==> src/rtl/minmax_tracker.sv <==
// -----------------------------------------------------------------------------
// minmax_tracker
//   Running minimum/maximum tracker for 16-bit unsigned samples. Drives an
//   external 16-bit comparator through cmp_a/cmp_b and uses its gt/lt/eq
//   results. One comparator is shared: each sample after the first takes two
//   compare cycles (against max, then against min).
//
// Ports
//   clk           system clock, rising edge
//   n_rst         asynchronous active-low reset
//   clear         synchronous clear of all tracked state (beats everything
//                 except n_rst)
//   sample_valid  sample_data is valid
//   sample_data   16-bit unsigned sample
//   sample_ready  block accepts a sample this cycle
//   cmp_a/cmp_b   comparator operands
//   cmp_gt/lt/eq  comparator results for (cmp_a, cmp_b), same cycle
//   max_val       largest sample seen (reset 16'h0000)
//   min_val       smallest sample seen (reset 16'hFFFF)
//   count         samples absorbed, saturating at 2^CNT_W-1
//   new_max       one-cycle pulse: max_val updated at previous edge
//   new_min       one-cycle pulse: min_val updated at previous edge
//   cmp_err       sticky: comparator flags not one-hot during a compare cycle
// -----------------------------------------------------------------------------
module minmax_tracker #(
    parameter int unsigned CNT_W = 8
) (
    input  logic             clk,
    input  logic             n_rst,
    input  logic             clear,
    input  logic             sample_valid,
    input  logic [15:0]      sample_data,
    output logic             sample_ready,
    output logic [15:0]      cmp_a,
    output logic [15:0]      cmp_b,
    input  logic             cmp_gt,
    input  logic             cmp_lt,
    input  logic             cmp_eq,
    output logic [15:0]      max_val,
    output logic [15:0]      min_val,
    output logic [CNT_W-1:0] count,
    output logic             new_max,
    output logic             new_min,
    output logic             cmp_err
);

    typedef enum logic [1:0] {
        IDLE    = 2'd0,
        CMP_MAX = 2'd1,
        CMP_MIN = 2'd2
    } state_t;

    state_t           state_q, state_d;
    logic [15:0]      sample_q, sample_d;
    logic [15:0]      max_q, max_d;
    logic [15:0]      min_q, min_d;
    logic [CNT_W-1:0] cnt_q, cnt_d;
    logic             new_max_q, new_max_d;
    logic             new_min_q, new_min_d;
    logic             err_q, err_d;

    logic             accept;
    logic             cnt_zero;
    logic [1:0]       n_flags;
    logic             flags_bad;

    // Acceptance only depends on state and clear, never on comparator flags.
    assign accept    = sample_valid && (state_q == IDLE) && !clear;
    assign cnt_zero  = (cnt_q == '0);
    assign n_flags   = 2'(cmp_gt) + 2'(cmp_lt) + 2'(cmp_eq);
    assign flags_bad = (n_flags != 2'd1);

    // State register
    always_ff @(posedge clk or negedge n_rst) begin
        if (!n_rst) begin
            state_q <= IDLE;
        end else begin
            state_q <= state_d;
        end
    end

    // Next-state logic
    always_comb begin
        state_d = state_q;
        if (clear) begin
            state_d = IDLE;
        end else begin
            unique case (state_q)
                IDLE:    if (accept && !cnt_zero) state_d = CMP_MAX;
                CMP_MAX: state_d = CMP_MIN;
                CMP_MIN: state_d = IDLE;
                default: state_d = IDLE;
            endcase
        end
    end

    // Outputs: combinational from state and registers only
    always_comb begin
        sample_ready = 1'b0;
        cmp_a        = '0;
        cmp_b        = '0;
        unique case (state_q)
            IDLE:    sample_ready = !clear;
            CMP_MAX: begin
                cmp_a = sample_q;
                cmp_b = max_q;
            end
            CMP_MIN: begin
                cmp_a = sample_q;
                cmp_b = min_q;
            end
            default: ;
        endcase
    end

    // Datapath next-state
    always_comb begin
        sample_d  = sample_q;
        max_d     = max_q;
        min_d     = min_q;
        cnt_d     = cnt_q;
        new_max_d = 1'b0;
        new_min_d = 1'b0;
        err_d     = err_q;
        if (clear) begin
            sample_d = '0;
            max_d    = '0;
            min_d    = '1;
            cnt_d    = '0;
            err_d    = 1'b0;
        end else begin
            unique case (state_q)
                IDLE: begin
                    if (accept) begin
                        if (cnt_zero) begin
                            // First sample seeds both extremes without comparing.
                            max_d     = sample_data;
                            min_d     = sample_data;
                            new_max_d = 1'b1;
                            new_min_d = 1'b1;
                            cnt_d     = CNT_W'(1);
                        end else begin
                            sample_d = sample_data;
                        end
                    end
                end
                CMP_MAX: begin
                    if (cmp_gt) begin
                        max_d     = sample_q;
                        new_max_d = 1'b1;
                    end
                    if (flags_bad) err_d = 1'b1;
                end
                CMP_MIN: begin
                    if (cmp_lt) begin
                        min_d     = sample_q;
                        new_min_d = 1'b1;
                    end
                    if (cnt_q != '1) cnt_d = cnt_q + CNT_W'(1);
                    if (flags_bad) err_d = 1'b1;
                end
                default: ;
            endcase
        end
    end

    // Datapath registers
    always_ff @(posedge clk or negedge n_rst) begin
        if (!n_rst) begin
            sample_q  <= '0;
            max_q     <= '0;
            min_q     <= '1;
            cnt_q     <= '0;
            new_max_q <= 1'b0;
            new_min_q <= 1'b0;
            err_q     <= 1'b0;
        end else begin
            sample_q  <= sample_d;
            max_q     <= max_d;
            min_q     <= min_d;
            cnt_q     <= cnt_d;
            new_max_q <= new_max_d;
            new_min_q <= new_min_d;
            err_q     <= err_d;
        end
    end

    assign max_val = max_q;
    assign min_val = min_q;
    assign count   = cnt_q;
    assign new_max = new_max_q;
    assign new_min = new_min_q;
    assign cmp_err = err_q;

endmodule

==> config.mk <==
export PLATFORM = sky130hd
export DESIGN_NAME = minmax_tracker
export DESIGN_NICKNAME = d
export VERILOG_FILES = /design/src/rtl/minmax_tracker.sv
export SDC_FILE = /design/constraint.sdc
export NUM_CORES = 1
export LEC_CHECK = 0
export BUFFER_PORTS_ARGS = -buffer_cell sky130_fd_sc_hd__buf_2
export CAP_MARGIN = 15
export CORE_MARGIN = 2
export CORE_UTILIZATION = 45
export CTS_CLUSTER_DIAMETER = 150
export DETAILED_ROUTE_END_ITERATION = 10
export GPL_ROUTABILITY_DRIVEN = 1
export PLACE_DENSITY = 0.73
export REMOVE_ABC_BUFFERS = 1
export SLEW_MARGIN = 5
export SYNTH_ARGS = -nofsm -noshare
export SYNTH_HDL_FRONTEND = slang
export SYNTH_SLANG_ARGS = --single-unit
export TNS_END_PERCENT = 30
==> constraint.sdc <==
create_clock -name clk -period 1.8 [get_ports clk]
set_input_delay 0.36 -clock clk [delete_from_list [all_inputs] [get_ports clk]]
set_output_delay 0.36 -clock clk [all_outputs]
set_load 0.01 [all_outputs]
==> results of run 1 <==
## timing repair
item | CTS | global route
gates resized for setup | 57 | 32
gates cloned | 2 | 1
endpoints found under the setup margin | 91 | 91
buffers inserted | 7 | 12
pin swaps | 8 | 17
## power groups by stage
| stage | sequential (mW) | combinational, mW | clock [mW] |
|---|---|---|---|
| final | 2.11 | 5.21 | 1.08 |
| after global routing | 2.14 | 5.50 | 1.15 |
| after floorplan | 2.15 | 2.04 | 0 |
| after CTS | 2.08 | 4.64 | 1.08 |
| after detailed placement | 2.08 | 4.01 | 0 |
| after global placement | 2.07 | 3.95 | 0 |
## stage by stage
stage / hold slack (ns) / cell area (um2)
floorplan: 0.06441 / 3418
global placement: 0.3907 / 4528
detailed placement: 0.3892 / 4528
CTS: 0.03079 / 5027
global route: 0.03197 / 5286
finish: 0.01343 / 5286
## flip-flops by register name, summed over array words and instances, names as in the netlist
signal    flops
count         8
min_val      16
state_q       2
new_min       1
max_val      16
new_max       1
sample_q     16
cmp_err       1
## cell type report
cell class / instances / area share
multi-input combinational: 239 / 0.3910
tap: 102 / 0.02414
clock inverter: 6 / 0.007337
clock buffer: 10 / 0.02414
inverter: 10 / 0.007101
timing repair buffer: 176 / 0.2537
sequential: 61 / 0.2925
## cell usage in the layout (no fill, tap or decap), types with 4 or more instances in the layout
| master | synthesis | layout |
|---|---|---|
| buf_2 | 8 | 84 |
| buf_4 | 2 | 56 |
| dfrtp_1 | 45 | 45 |
| mux2i_1 | 33 | 33 |
| buf_6 | 3 | 26 |
| a21oi_1 | 25 | 21 |
| nor3_1 | 19 | 19 |
| a22o_1 | 16 | 16 |
| a211o_1 | 16 | 16 |
| dfstp_2 | 16 | 16 |
| a22oi_2 | 0 | 12 |
| and2_4 | 0 | 12 |
| a211oi_1 | 15 | 12 |
| nor2b_1 | 20 | 11 |
| clkbuf_8 | 0 | 9 |
| inv_1 | 10 | 7 |
| buf_12 | 0 | 7 |
| nor2b_2 | 0 | 6 |
| and2_1 | 18 | 6 |
| nand2_1 | 5 | 5 |
| a21oi_2 | 2 | 5 |
| a22oi_1 | 16 | 4 |
| nand3_1 | 4 | 4 |
| a211oi_2 | 1 | 4 |
## critical path, stage by stage (launching register included)
cell,delay [ns]
dfrtp_1,0.39
inv_2,0.07
buf_6,0.12
ha_4,0.35
buf_8,0.15
nor2b_2,0.15
buf_2,0.14
## worst paths after layout
kind | from | to | slack [ns] | cells after the start
max | state_q[1] | cmp_b[3] | -0.29 | 6
min | n_rst | sample_q[10] | 0.01 | 2
max reg2reg | count[0] | sample_q[1] | -0.20 | 6
min reg2reg | cmp_err | cmp_err | 0.50 | 2
max in group asynchronous | n_rst | min_val[3] | 1.48 | 2
min in group clk | sample_data[2] | sample_q[2] | 0.25 | 2
## per-layer routing
layer  track usage  vias to the layer above
li1              -                     1586
met1        0.3628                     1729
met2        0.4130                      204
met3       0.06688                       25
met4        0.1152                        0
met5             0                        -
## logic make-up (layout without fill, tap and decap cells)
logic type / count (synthesis) / in the layout / synth area share
buf+inv: 39 / 202 / 0.05226
simple gates: 86 / 86 / 0.1533
compound gates: 112 / 112 / 0.2385
flops: 61 / 61 / 0.4335
fa+ha+maj: 7 / 7 / 0.02666
mux: 34 / 34 / 0.09576
==> flow_metrics.tcl, run 1 <==
set metrics [dict create \
    outcome "complete, but fails checks" \
    violations "negative setup slack" \
    die_area_mm2 0.008656 \
    cts-root-buf "clkbuf_8" \
    io_pins 99 \
    synthCells 339 \
    finish.utilization 0.6877 \
    portBuffers 98 \
    drt-wirelength-per-cell_um 19.45 \
    post-route-period-util 1.162 \
    drv_slew 0 \
    cts_hold_buf 0 \
    power.total_mw 8.393 \
    clkTransAtPathRegs_ns 0.07 \
    seqPwrFrac 0.251 \
    max_cap_viol_count 0 \
    min_path_type "input pin to asynchronous set/reset pin" \
    drive_above_1_share 0.5398 \
    dp_slack_ns -0.2744 \
    cts.sinks 61 \
    initial_core_util 0.4640 \
    crit_required_ns 1.44 \
    syn_to_final_growth_pct 48.19 \
    multi_input_area_mm2 0.002067 \
    grt_pass1_vias 3487 \
    chipWidth_um 93.04 \
    gr-total-overflow 0 \
    final-seq-area_mm2 0.001546 \
    yosysMostFrequentCell "dfrtp_1" \
    ys_seq_area_frac 0.4335 \
    worst_slack_ns -0.2922 \
    critPathMaxFanout 7 \
    dr.pass1.iters 5 \
    numCtsBuffers 9 \
    cts_tree "done" \
    netlist.area_leader.share 0.3157 \
    peakVddDrop_v 0.001002 \
    switching_power_mw 3.538 \
    netSwitchingFraction 0.4216 \
    max_slew_margin 0.6275 \
    synth_seq_cells 61 \
    clock_latency_ns 0.36 \
    placeableCoreArea_mm2 0.007687 \
    drt_wl_total_mm 11.75 \
    end_kind "primary output" \
    stdcell_count 604 \
    setup_tns_ns -14.21 \
    p_leak_nw 2.400 \
    die_h_um 93.04 \
    grt_max_degree 62 \
    num_antenna_cells 0 \
    yosysWarningCount 0 \
    synth-edff-count 0 \
    cts_htree_levels 3 \
    synth_cell_types 51 \
    crit_type "flop to primary output" \
    grt_pass1_wl_mm 18.09 \
    clock_skew_ns 0.01301 \
    fp-row-count 32 \
    tightest_slew_ns 0.5537 \
    vias 3544 \
    rsz0062_at_grt "true" \
    ys.flop_type "dfrtp_1" \
    cp.arrival_ns 1.73 \
    p_comb_frac 0.620 \
    dp_hpwl_mm 7.107 \
    synthTopCellsByArea "dfrtp_1 32%, dfstp_2 12%, mux2i_1 9.3%, a211o_1 3.9%, a22o_1 3.9%" \
    cp-start-kind "flop" \
    fin_nets 527 \
    syn_avg_cell_area_um2 10.52 \
    max_freq_ghz 0.4780 \
    hold_viol 0 \
    drc 0 \
    p_per_area_mw_per_mm2 1588 \
    groute.usage.overall 0.2689 \
    nFillCells 553 \
    yosysTopAreaCell "dfrtp_1" \
    synth-async-reset-ratio 1.000 \
    drt-vias-per-instance 5.868 \
    clk_path_buf_depth 2 \
    wl_met3_mm 1.019 \
    final.min_clock_period_ns 2.092 \
    dpl.cell_count 566 \
    ant_nets 0 \
    top_layer_used "met4" \
    setup_viol_count_final 89 \
    p_clk_frac 0.129 \
    syn-cell-area_mm2 0.003567 \
    drt-met1-wl_mm 4.871 \
    synth_common_cells "45 x dfrtp_1, 33 x mux2i_1, 25 x a21oi_1" \
    internal-power_mw 4.855 \
    place_congestion 0.9319 \
    wl_met2_mm 5.607 \
    antenna_found_initial 0 \
    drt-initial-drc-count 240 \
]
Note: power is estimated with default switching activity, not from simulation.
==> run 2: changes to the inputs <==
Settings changed: PLACE_DENSITY 0.73 to 0.82, SLEW_MARGIN 5 to unset.
==> flow_metrics.tcl, run 2 (synthesized netlist as in run 1, its figures left out) <==
set metrics [dict create \
    placeableCoreArea_mm2 0.007687 \
    reg2reg_from "state_q[1]" \
    io_pins 99 \
    syn_to_final_growth_pct 49.74 \
    r2r_setup_slack_ns -0.17 \
    critPathMaxFanout 7 \
    die_area_mm2 0.008656 \
    setup_tns_ns -14.05 \
    cts_htree_levels 3 \
    timing.rr.end "min_val[10]" \
    min_path_type "input pin to asynchronous set/reset pin" \
    power.total_mw 8.941 \
    hold_viol 0 \
    tightest_slew_ns 0.4953 \
    die_h_um 93.04 \
    cp-start-kind "flop" \
    grt_pass1_wl_mm 18.48 \
    gr-total-overflow 0 \
    layout_common_cells "85 x buf_2, 48 x buf_4, 44 x dfrtp_1, 33 x mux2i_1, 22 x a21oi_1" \
    ant_nets 0 \
    finish.utilization 0.6948 \
    drv_slew 0 \
    peakVddDrop_v 0.0009153 \
    cts_hold_buf 0 \
    post-route-period-util 1.150 \
    p_per_area_mw_per_mm2 1674 \
    clock_skew_ns 0.01193 \
    max_freq_ghz 0.4833 \
    crit_required_ns 1.44 \
    drc 0 \
    mostFrequentLayoutCell "buf_2" \
    groute.usage.overall 0.2753 \
    final.min_clock_period_ns 2.069 \
    drive_above_1_share 0.5427 \
    numCtsBuffers 9 \
    initial_core_util 0.4640 \
    dp_slack_ns -0.1621 \
    outcome "complete, but fails checks" \
    cts_tree "done" \
    p_leak_nw 2.383 \
    drt-vias-per-instance 6.008 \
    setup_viol_count_final 89 \
    end_kind "primary output" \
    worstSetupStartpoint "state_q[1]" \
    grt_max_degree 62 \
    violations "negative setup slack" \
    clock_latency_ns 0.35 \
    antenna_found_initial 0 \
    worst_slack_ns -0.2693 \
    chipWidth_um 93.04 \
    fin_nets 517 \
    dr.pass1.iters 5 \
    max_slew_margin 0.6698 \
    drt-wirelength-per-cell_um 20.29 \
    vias 3569 \
    drt-initial-drc-count 219 \
    dp_hpwl_mm 7.696 \
    clkTransAtPathRegs_ns 0.06 \
    place_congestion 0.8586 \
    postPlaceCellArea_mm2 0.004541 \
    crit_type "flop to primary output" \
    clk_path_buf_depth 2 \
    reg2reg_depth 9 \
    rsz0062_at_grt "true" \
    cts-root-buf "clkbuf_8" \
    drt_wl_total_mm 12.05 \
    cts.sinks 61 \
    portBuffers 98 \
    cp.arrival_ns 1.71 \
    grt_pass1_vias 3611 \
    final_area_mm2 0.005341 \
    max_cap_viol_count 0 \
    fp-row-count 32 \
    num_antenna_cells 0 \
]
[run 2: cell count changes in the layout (fill, tap and decap cells not counted), moves of 7 or more]
cell      change
a211oi_1      -8
buf_4         -8
a211oi_2      +8
and2_1        +7
nor2b_4       +7
and2_4        -7
[run 2: power by group]
group	leakage, nW	switching (mW)	internal [mW]
combinational	1.49	2.75	2.62
clock	0.116	0.553	0.894
sequential	0.774	0.327	1.79
[run 2: stage by stage]
step                hold WS [ns]  std cells
floorplan                0.06441        310
global placement          0.3929        566
detailed placement        0.3957        566
CTS                      0.01929        589
global route             0.03702        594
finish                   0.01331        594
[run 2: metal layers]
layer,part of all wire,up-vias,global-route usage
met5,0,-,0
met4,0.020,0,0.1078
met3,0.058,22,0.03626
met2,0.50,176,0.4565
met1,0.42,1799,0.3678
li1,-,1572,-
[run 2: how the worst max path moves through the flow]
stage / end / slack (ns) / depth (start not counted)
2_1_floorplan: min_val[0] / -1.24 / 6
3_3_place_gp: min_val[3] / -0.09 / 8
3_5_place_dp: sample_q[10] / -0.16 / 6
4_1_cts: cmp_b[6] / -0.28 / 7
5_1_grt: cmp_a[1] / -0.35 / 6
6_report: cmp_a[1] / -0.27 / 6
[run 2: final cells by class]
type | instances | area (um2)
clock inverter | 3 | 67.56
sequential | 61 | 1548
fill | 565 | 2346
timing repair buffer | 166 | 1262
inverter | 10 | 40.04
multi-input combinational | 239 | 2127
tap | 102 | 127.6
clock buffer | 13 | 168.9
[run 2: timing repair]
action                     4_1_cts  5_1_grt
hold endpoints to repair         0        0
pin swaps                        7        5
gates cloned                     2        1
setup endpoints to repair       91       91
buffers inserted                 5        4
resized for setup               32       67
[run 2: critical path, cell delays in order (launching register included)]
cell	delay [ns]
dfrtp_2	0.42
inv_4	0.06
buf_6	0.12
ha_4	0.35
clkbuf_16	0.17
and2_1	0.12
buf_2	0.13
==> run 3: changes to the inputs <==
Settings changed: CORE_ASPECT_RATIO set to 0.9.
==> flow_metrics.tcl, run 3 (synthesized netlist as in run 1, its figures left out) <==
set metrics [dict create \
    outcome "complete, but fails checks" \
    violations "negative setup slack" \
    syn_to_final_growth_pct 40.20 \
    r2r_setup_slack_ns -0.17 \
    die_area_mm2 0.008656 \
    clk_path_buf_depth 2 \
    worst_slack_ns -0.2967 \
    netSwitchingFraction 0.4173 \
    portBuffers 98 \
    fin_nets 513 \
    grtUsageMet2 0.4234 \
    dpl.cell_count 556 \
    min_path_type "input pin to asynchronous set/reset pin" \
    vias 3536 \
    final.min_clock_period_ns 2.097 \
    dr.pass1.iters 5 \
    rsz0062_at_grt "true" \
    layout_common_cells "97 x buf_2, 45 x buf_4, 44 x dfrtp_1, 33 x mux2i_1, 22 x a21oi_1" \
    tightest_slew_ns 0.4865 \
    numCtsBuffers 9 \
    fp-row-count 30 \
    p_clk_frac 0.133 \
    stdcell_count 584 \
    antenna_found_initial 1 \
    gr-usage-met3 0.04265 \
    cts_tree "done" \
    switching_power_mw 3.376 \
    nFillCells 581 \
    cp.arrival_ns 1.74 \
    clock_latency_ns 0.34 \
    mostFrequentLayoutCell "buf_2" \
    ant_nets 0 \
    hold-worst-slack_ns 0.01477 \
    cts.sinks 61 \
    grt_max_degree 62 \
    max_slew_margin 0.6749 \
    final_area_mm2 0.005001 \
    finish.utilization 0.6563 \
    dp_hpwl_mm 7.402 \
    max_cap_viol_count 0 \
    drt-wirelength-per-cell_um 19.65 \
    io_pins 99 \
    groute.usage.overall 0.2594 \
    busiest_layer "met2" \
    p_per_area_mw_per_mm2 1618 \
    seqPwrFrac 0.259 \
    drc 0 \
    critPathMaxFanout 16 \
    p_leak_nw 2.290 \
    die_h_um 88.47 \
    hold_viol 0 \
    place_congestion 0.8686 \
    multi_input_area_mm2 0.002002 \
    setup_viol_count_final 89 \
    placeableCoreArea_mm2 0.007620 \
    gr-total-overflow 0 \
    initial_core_util 0.4681 \
    drv_slew 0 \
    critical_path.max_stage_delay_ns 0.43 \
    cp-start-kind "flop" \
    internal-power_mw 4.715 \
    crit_type "flop to primary output" \
    postPlaceCellArea_mm2 0.004519 \
    peakVddDrop_v 0.0008527 \
    drt-initial-drc-count 236 \
    post-route-period-util 1.165 \
    grt_pass1_wl_mm 17.51 \
    p_comb_frac 0.607 \
    chipWidth_um 97.85 \
    cts_htree_levels 3 \
    grt_pass1_vias 3321 \
    clock_skew_ns 0.01111 \
    end_kind "primary output" \
    max_freq_ghz 0.4769 \
    crit_slowest_cell "dfrtp_1" \
    cts_hold_buf 0 \
    drive_above_1_share 0.4846 \
    path_cells "inv_2, ha_4, buf_12, a22oi_2, nor2b_1, buf_2" \
    final-seq-area_mm2 0.001548 \
    cts-root-buf "clkbuf_8" \
    drt-vias-per-instance 6.055 \
    drt_wl_total_mm 11.47 \
    setup_tns_ns -14.00 \
    use_met1 0.3436 \
    clkTransAtPathRegs_ns 0.07 \
    crit_required_ns 1.44 \
]
run 3: changes by cell type in the layout (fill, tap and decap cells not counted), moves of 3 or more:
| cell | delta |
|---|---|
| and2_4 | -4 |
| a211oi_1 | +5 |
| nor2b_1 | +7 |
| buf_4 | -3 |
| a22oi_1 | +7 |
| buf_2 | +12 |
| a211oi_2 | -5 |
| nor2b_4 | -9 |
| a22oi_2 | -7 |
| and2_1 | +4 |
| buf_6 | -10 |
run 3: path summary, 6_finish.rpt:
kind | from | to | cells past startpoint
min in group clk | sample_data[14] | sample_q[14] | 2
max in group asynchronous | n_rst | min_val[1] | 2
setup / recovery | state_q[1] | cmp_b[15] | 6
hold reg to reg | cmp_err | cmp_err | 2
setup reg to reg | state_q[1] | min_val[13] | 7
hold / removal | n_rst | sample_q[8] | 2
run 3: metal layers:
layer / up-vias / share of wire
met4: 0 / 0.022
met1: 1769 / 0.42
met2: 186 / 0.49
li1: 1561 / -
met5: - / 0
met3: 20 / 0.066
run 3: critical path: cells and delay by family, from the launching register on:
family | cells | cell delay (ns)
fa+ha+maj | 1 | 0.25
compound gates | 1 | 0.06
buf+inv | 3 | 0.51
flops | 1 | 0.43
simple gates | 1 | 0.14
run 3: final cells by class:
class	count	share of cell area
multi-input combinational	239	0.4003
tap	96	0.02402
timing repair buffer	162	0.2244
sequential	61	0.3095
clock buffer	13	0.03177
clock inverter	2	0.002001
antenna	1	0.0005004
inverter	10	0.007506
run 3: stage by stage:
step	power [mW]	setup WS, ns
finish	8.091	-0.2967
global route	8.518	-0.3506
CTS	7.620	-0.2364
global placement	6.020	-0.09840
floorplan	4.195	-1.242
detailed placement	6.191	-0.1627
run 3: power by group through the flow:
stage | Sequential [mW] | Combinational (mW) | Clock (mW)
2_1_floorplan | 2.15 | 2.04 | 0
3_3_place_gp | 2.07 | 3.95 | 0
3_5_place_dp | 2.08 | 4.11 | 0
4_1_cts | 2.08 | 4.45 | 1.09
5_1_grt | 2.14 | 5.22 | 1.16
6_report | 2.10 | 4.91 | 1.08
run 3: timing repair:
| action | CTS | global route |
|---|---|---|
| setup endpoints to repair | 90 | 91 |
| resized for setup | 16 | 36 |
| buffers inserted | 10 | 1 |
| cloned | 0 | 1 |
| pin swaps | 5 | 10 |
